**config.mk**
```make
export PLATFORM = sky130hd
export DESIGN_NAME = sram_arb_2048x39
export DESIGN_NICKNAME = d
export VERILOG_FILES = /design/src/rtl/sram_arb_2048x39.sv
export SDC_FILE = /design/constraint.sdc
export NUM_CORES = 1
export LEC_CHECK = 0
export ABC_AREA = 1
export CAP_MARGIN = 15
export CORE_AREA = 8 8 146 148
export DETAILED_ROUTE_END_ITERATION = 7
export DIE_AREA = 0 0 154 156
export GPL_ROUTABILITY_DRIVEN = 1
export PLACE_DENSITY = 0.61
export SLEW_MARGIN = 25
export SYNTH_ARGS = -nofsm -noshare
export SYNTH_HDL_FRONTEND = slang
export SYNTH_SLANG_ARGS = --single-unit
```
**constraint.sdc**
```tcl
create_clock -name clk -period 2.5 [get_ports clk]
set_input_delay 0.25 -clock clk [delete_from_list [all_inputs] [get_ports clk]]
set_output_delay 0.25 -clock clk [all_outputs]
set_load 0.02 [all_outputs]
```
**src/rtl/sram_arb_2048x39.sv**
```systemverilog
// Round-robin arbiter and sequencer for one single-port 2048x39 RAM macro.
// It clears the array after reset, then shares the macro between requesters A and B.
module sram_arb_2048x39 #(
    parameter int              BITS       = 39,
    parameter int              WORD_DEPTH = 2048,
    parameter int              ADDR_WIDTH = 11,
    parameter logic [BITS-1:0] INIT_VALUE = '0
) (
    input  logic                  clk,
    input  logic                  rst,
    output logic                  init_done_o,
    input  logic                  a_req_i,
    input  logic                  a_we_i,
    input  logic [ADDR_WIDTH-1:0] a_addr_i,
    input  logic [BITS-1:0]       a_wdata_i,
    input  logic [BITS-1:0]       a_wmask_i,
    output logic                  a_gnt_o,
    output logic                  a_rvalid_o,
    output logic [BITS-1:0]       a_rdata_o,
    input  logic                  b_req_i,
    input  logic                  b_we_i,
    input  logic [ADDR_WIDTH-1:0] b_addr_i,
    input  logic [BITS-1:0]       b_wdata_i,
    input  logic [BITS-1:0]       b_wmask_i,
    output logic                  b_gnt_o,
    output logic                  b_rvalid_o,
    output logic [BITS-1:0]       b_rdata_o,
    output logic                  ram_ce_o,
    output logic                  ram_we_o,
    output logic [ADDR_WIDTH-1:0] ram_addr_o,
    output logic [BITS-1:0]       ram_wd_o,
    output logic [BITS-1:0]       ram_wmask_o,
    input  logic [BITS-1:0]       ram_rd_i
);

    if (ADDR_WIDTH != $clog2(WORD_DEPTH)) begin : g_bad_addr_width
        $error("ADDR_WIDTH must equal log2(WORD_DEPTH)");
    end

    typedef enum logic {ST_INIT, ST_RUN} state_e;

    state_e                state_q;
    logic [ADDR_WIDTH-1:0] cnt_q;
    logic [ADDR_WIDTH-1:0] cnt_d;
    logic                  init_done_q;
    logic                  last_b_q;
    logic                  a_rv_q;
    logic                  b_rv_q;
    logic                  run;
    logic                  a_gnt;
    logic                  b_gnt;

    // Handshake: a requester holds req and its fields stable until the cycle gnt is
    // high; that cycle completes the access, and a read returns rvalid the next cycle.
    assign run   = (state_q == ST_RUN) && !rst;
    assign a_gnt = run && a_req_i && (!b_req_i || last_b_q);
    assign b_gnt = run && b_req_i && !a_gnt;
    assign cnt_d = cnt_q + 1'b1;

    always_ff @(posedge clk) begin
        if (rst) begin
            state_q     <= ST_INIT;
            cnt_q       <= '0;
            init_done_q <= 1'b0;
            last_b_q    <= 1'b1;
            a_rv_q      <= 1'b0;
            b_rv_q      <= 1'b0;
        end else begin
            a_rv_q <= a_gnt && !a_we_i;
            b_rv_q <= b_gnt && !b_we_i;
            if (a_gnt) begin
                last_b_q <= 1'b0;
            end else if (b_gnt) begin
                last_b_q <= 1'b1;
            end
            if (state_q == ST_INIT) begin
                cnt_q <= cnt_d;
                if (cnt_q == ADDR_WIDTH'(WORD_DEPTH - 1)) begin
                    state_q     <= ST_RUN;
                    init_done_q <= 1'b1;
                end
            end
        end
    end

    // The macro inputs are fully defined whenever ce is high; idle cycles drive zeros.
    always_comb begin
        ram_ce_o    = 1'b0;
        ram_we_o    = 1'b0;
        ram_addr_o  = '0;
        ram_wd_o    = '0;
        ram_wmask_o = '0;
        if (!rst) begin
            if (state_q == ST_INIT) begin
                ram_ce_o    = 1'b1;
                ram_we_o    = 1'b1;
                ram_addr_o  = cnt_q;
                ram_wd_o    = INIT_VALUE;
                ram_wmask_o = '1;
            end else if (a_gnt) begin
                ram_ce_o    = 1'b1;
                ram_we_o    = a_we_i;
                ram_addr_o  = a_addr_i;
                ram_wd_o    = a_wdata_i;
                ram_wmask_o = a_wmask_i;
            end else if (b_gnt) begin
                ram_ce_o    = 1'b1;
                ram_we_o    = b_we_i;
                ram_addr_o  = b_addr_i;
                ram_wd_o    = b_wdata_i;
                ram_wmask_o = b_wmask_i;
            end
        end
    end

    assign init_done_o = init_done_q;
    assign a_gnt_o     = a_gnt;
    assign b_gnt_o     = b_gnt;
    assign a_rvalid_o  = a_rv_q;
    assign b_rvalid_o  = b_rv_q;
    assign a_rdata_o   = a_rv_q ? ram_rd_i : '0;
    assign b_rdata_o   = b_rv_q ? ram_rd_i : '0;

endmodule

```
; ---- After elaboration in Yosys (flattened, before gate mapping)
; Index checks and enable logic that the tools add are counted.
[totals]
register_bits = 16
elab_cells = 50
output_inout_bits = 174
inputBits = 223
[classes]
muxes = 26
reduce_logical = 15
bitwise_logic = 1
eq_ne = 1
addsub = 1
[op_table]
columns = operator, n
row1 = 2-to-1 mux 39 bit, 10
row2 = 2-to-1 mux 11 bit, 4
row3 = 2-to-1 mux 1 bit, 12
row4 = "adder 11 x 1 -> 11 bit, second input constant", 1
row5 = "equality test 11 bit, second input constant", 1
row6 = logical AND 1 bit, 7
row7 = zero test 1 bit, 5
row8 = AND reduction 2 bit, 1
row9 = nonzero test 2 bit, 1
row10 = logical OR 1 bit, 1
row11 = NOT 1 bit, 1

; ---- Longest topological paths before layout
[logic_depth]
ltp_word = 10
ltp_mapped = 9

; ---- Worst setup path after synthesis
; Ideal clock, no wire load.
[synth_timing]
path_kind = register to output
start = register a_rv_q, in the netlist a_rvalid_o
end = output port a_rdata_o[29]
arrival_ns = 1.259
path_stages_with_launch = 5
required_time_ns = 2.250
setup_slack_ns = 0.991
path_cell_list = dfxtp_1 > clkbuf_1 > buf_1 > nand2_1 > inv_1
[synth_between]
elab_chain_len = 1
[synth_rtl]
columns = item, line
row1 = "start, declared", 47  ; logic a_rv_q;
row2 = "start signal, assigned", 69  ; a_rv_q <= a_gnt && !a_we_i;
row3 = 2-to-1 mux 39 bit, 121  ; assign a_rdata_o = a_rv_q ? ram_rd_i : '0;
row4 = "end, declared", 19  ; output logic [BITS-1:0] a_rdata_o,
; Every way passes these cells.

; ---- Final worst setup path
[layout_timing]
start = input port b_req_i
end = output port a_gnt_o
[layout_between]
elab_chain_len = 3
[layout_rtl]
columns = item, line
row1 = "start, declared", 20  ; input logic b_req_i,
row2 = zero test 1 bit, 56  ; assign a_gnt = run && a_req_i && (!b_req_i || last_b_q);
row3 = logical OR 1 bit, 56
row4 = logical AND 1 bit, 56
row5 = "end, declared", 17  ; output logic a_gnt_o,
; Every way passes these cells.

==> flow_metrics.py <==
metrics = {
    "run_status": {
        "status": "complete, no violations",
    },
    "grt": {
        "grt_use_met3": 0.03961,
        "grt_pass1_wl_um": 30330,
        "grt_pass1_vias": 4902,
        "grt_max_degree": 52,
        "antenna_found_initial": 1,
        "overflow": 0,
        "grt_busiest_layer": "met2",
        "met2_usage": 0.3003,
        "gr-usage-all-layers": 0.1591,
        "grt_util_met1": 0.1820,
    },
    "placed_design": {
        "portBuffers": 396,
        "dp_hpwl_um": 17250,
        "gp_congestion": 0.8235,
        "dpl_cell_area_um2": 7330,
    },
    "clock_tree": {
        "cts_hold_buf": 0,
        "clkSinkCount": 16,
        "cts.path.max_buffers": 2,
        "htreeDepth": 1,
        "cts_made_buffers": 3,
        "clockRootBuffer": "clkbuf_16",
        "tritoncts": "built",
        "path_clk_slew_ps": 50,
        "clkLatencyLatePin_ps": 250,
    },
    "logic_synthesis": {
        "ys_types": 24,
        "synth_mux_area_frac": 0,
        "synth-simple-area-share": 0.6175,
        "synth_seq_cells": 16,
        "synth_warnings": 0,
        "synth-xor-area-share": 0.005684,
        "synth-adder-area-share": 0.004060,
        "synth_compound_area_frac": 0.02355,
        "netlist_area_um2": 3082,
        "syn_avg_cell_area_um2": 4.532,
        "synth_top_family_by_area": "simple AND/OR/NAND/NOR gates",
        "netlist_instances": 680,
        "ys_seq_area_frac": 0.1039,
        "synth_nets": 904,
    },
    "setup_path": {
        "worst-setup-path-type": "in2out",
        "slowest_stage": "clkdlybuf4s50_1",
        "path_buf_inv": 5,
        "crit_family": "buffers and inverters",
        "crit_required_ps": 2250,
        "worstPathArrival_ps": 2120,
        "endpoint_kind": "output port",
        "cp_slowest_stage_delay_ps": 620,
        "crit_chain": "clkdlybuf4s50_1 > inv_2 > o21ai_4 > nor2_4 > buf_4 > buf_12 > clkdlybuf4s50_1",
        "crit_fanout": 11,
        "crit_path_start_kind": "input port",
        "worst_path_most_repeated_cell": "clkdlybuf4s50_1",
    },
    "detailed_routing": {
        "vias_per_cell": 4.128,
        "drc": 0,
        "dr.pass1.iters": 4,
        "vias": 5334,
        "wirelength_um": 21250,
        "antenna_left": 0,
        "routedWlPerCell_um": 16.45,
        "drtIter0Drc": 241,
    },
    "finish": {
        "num-fill-cells": 2067,
        "area_growth_pct": 149.8,
        "num-nets-final": 1279,
        "diodes": 0,
        "fin_area_um2": 7697,
        "drive_above_1_share": 0.03036,
        "final_cell_mix": "nand2_1, clkdlybuf4s50_1, inv_1",
        "layout_commonest_cell": "nand2_1",
    },
    "die": {
        "fp.dieH_um": 156,
        "rows": 51,
        "die-width_um": 154,
        "core_um2": 19080,
        "io-pin-count": 397,
        "die_area_um2": 24020,
        "initial_core_util": 0.1615,
    },
    "power": {
        "combinationalPowerShare": 0.480,
        "power.switching_mw": 0.3137,
        "seq_power_share": 0.220,
        "p_sw_frac": 0.2613,
        "p_total_mw": 1.201,
        "vdd_drop_max_v": 0.0002029,
        "clockPowerShare": 0.300,
        "p_int_mw": 0.8870,
        "powerDensity_nw_per_um2": 156.0,
        "leakage_nw": 4.982,
    },
    "run": {
        "drv_cap": 0,
    },
    "sta": {
        "min_period_ps": 2374,
        "grt_setup_unrepaired": "false",
        "setup_viol": 0,
        "fin_skew_ps": 3.177,
        "slew_headroom": 0.7132,
        "report.final.slew_viol_count": 0,
        "period_share": 0.9495,
        "tightestPinTransition_ps": 430.1,
        "fmaxAchievable_mhz": 421.3,
        "finalHoldViolCount": 0,
    },
    "hold_path": {
        "min_path_type": "reg2reg",
    },
}
[tightest hold or removal path: cells and delay by family (launching register included)]
family,cells,cell delay [ps]
compound gates,1,50
flops,1,310
buf+inv,1,50
[stage by stage]
step	hold slack, ps	setup TNS (ps)	util	std cells	setup WS [ps]
floorplan	319.1	0	-	680	991.1
global placement	444.2	0	0.3842	1285	2.456
detailed placement	451.3	-15.20	0.3842	1285	-15.20
CTS	460.4	0	0.3887	1289	0.7585
global route	484.2	0	0.4034	1292	47.89
finish	453.7	0	0.4034	1292	126.2
[layout make-up]
class	instances	area, µm²	area share
tap	238	297.8	0.03869
inverter	142	534.3	0.06941
multi-input combinational	478	2013	0.2615
clock buffer	4	88.84	0.01154
sequential	16	321.6	0.04177
timing repair buffer	414	4442	0.5770
[state kept, by name (all words and copies together), names as in the netlist]
signal,cells
cnt_q,11
a_rvalid_o,1
b_rvalid_o,1
init_done_o,1
last_b_q,1
state_q,1
[power by group through the flow]
stage	Sequential [mW]	Clock [mW]	Combinational, mW
global route	0.264	0.389	0.612
finish	0.264	0.360	0.577
detailed placement	0.269	0	0.585
CTS	0.264	0.376	0.589
global placement	0.269	0	0.586
floorplan	0.268	0	0.116
[cell usage after synthesis]
cell type	instances	share of area
inv_1	138	0.17
clkbuf_1	10	0.012
o21ai_0	3	0.0049
inv_2	3	0.0037
buf_6	2	0.0073
clkinv_1	1	0.0012
buf_2	16	0.026
ha_1	1	0.0041
nand3_1	107	0.17
o31ai_1	1	0.0024
nor2_2	1	0.0020
nand2_1	326	0.40
xor2_1	2	0.0057
nand4_1	4	0.0081
nor2_4	2	0.0073
a31oi_1	1	0.0020
nor3_1	4	0.0065
nand2_2	1	0.0020
nor2_1	17	0.021
o21ai_2	1	0.0028
buf_4	6	0.015
dfxtp_1	16	0.10
a21oi_1	7	0.011
buf_1	10	0.012
[metal layers]
| layer | part of all wire | up-vias |
|---|---|---|
| met3 | 0.067 | 14 |
| met4 | 0.0079 | 2 |
| met5 | 0.00061 | - |
| li1 | - | 2745 |
| met1 | 0.39 | 2376 |
| met2 | 0.53 | 197 |
[path summary, 6_finish.rpt]
kind / startpoint / end / slack [ps] / depth (start not counted)
hold reg to reg: init_done_o / init_done_o / 450 / 2
setup / recovery: b_req_i / a_gnt_o / 130 / 7
setup reg to reg: cnt_q[0] / init_done_o / 1080 / 5
hold / removal: init_done_o / init_done_o / 450 / 2
[repair_timing]
action	CTS	global route
setup buffers	0	1
pin swaps	0	1
hold endpoints to repair	0	0
setup endpoints to repair	3	88
gates cloned	0	2
resized for setup	3	89
[cell families after synthesis]
group           count (synthesis)
flops                          16
simple gates                  462
compound gates                 13
xor+xnor                        2
buf+inv                       186
fa+ha+maj                       1
No activity file was read; power rests on OpenSTA's default activity.
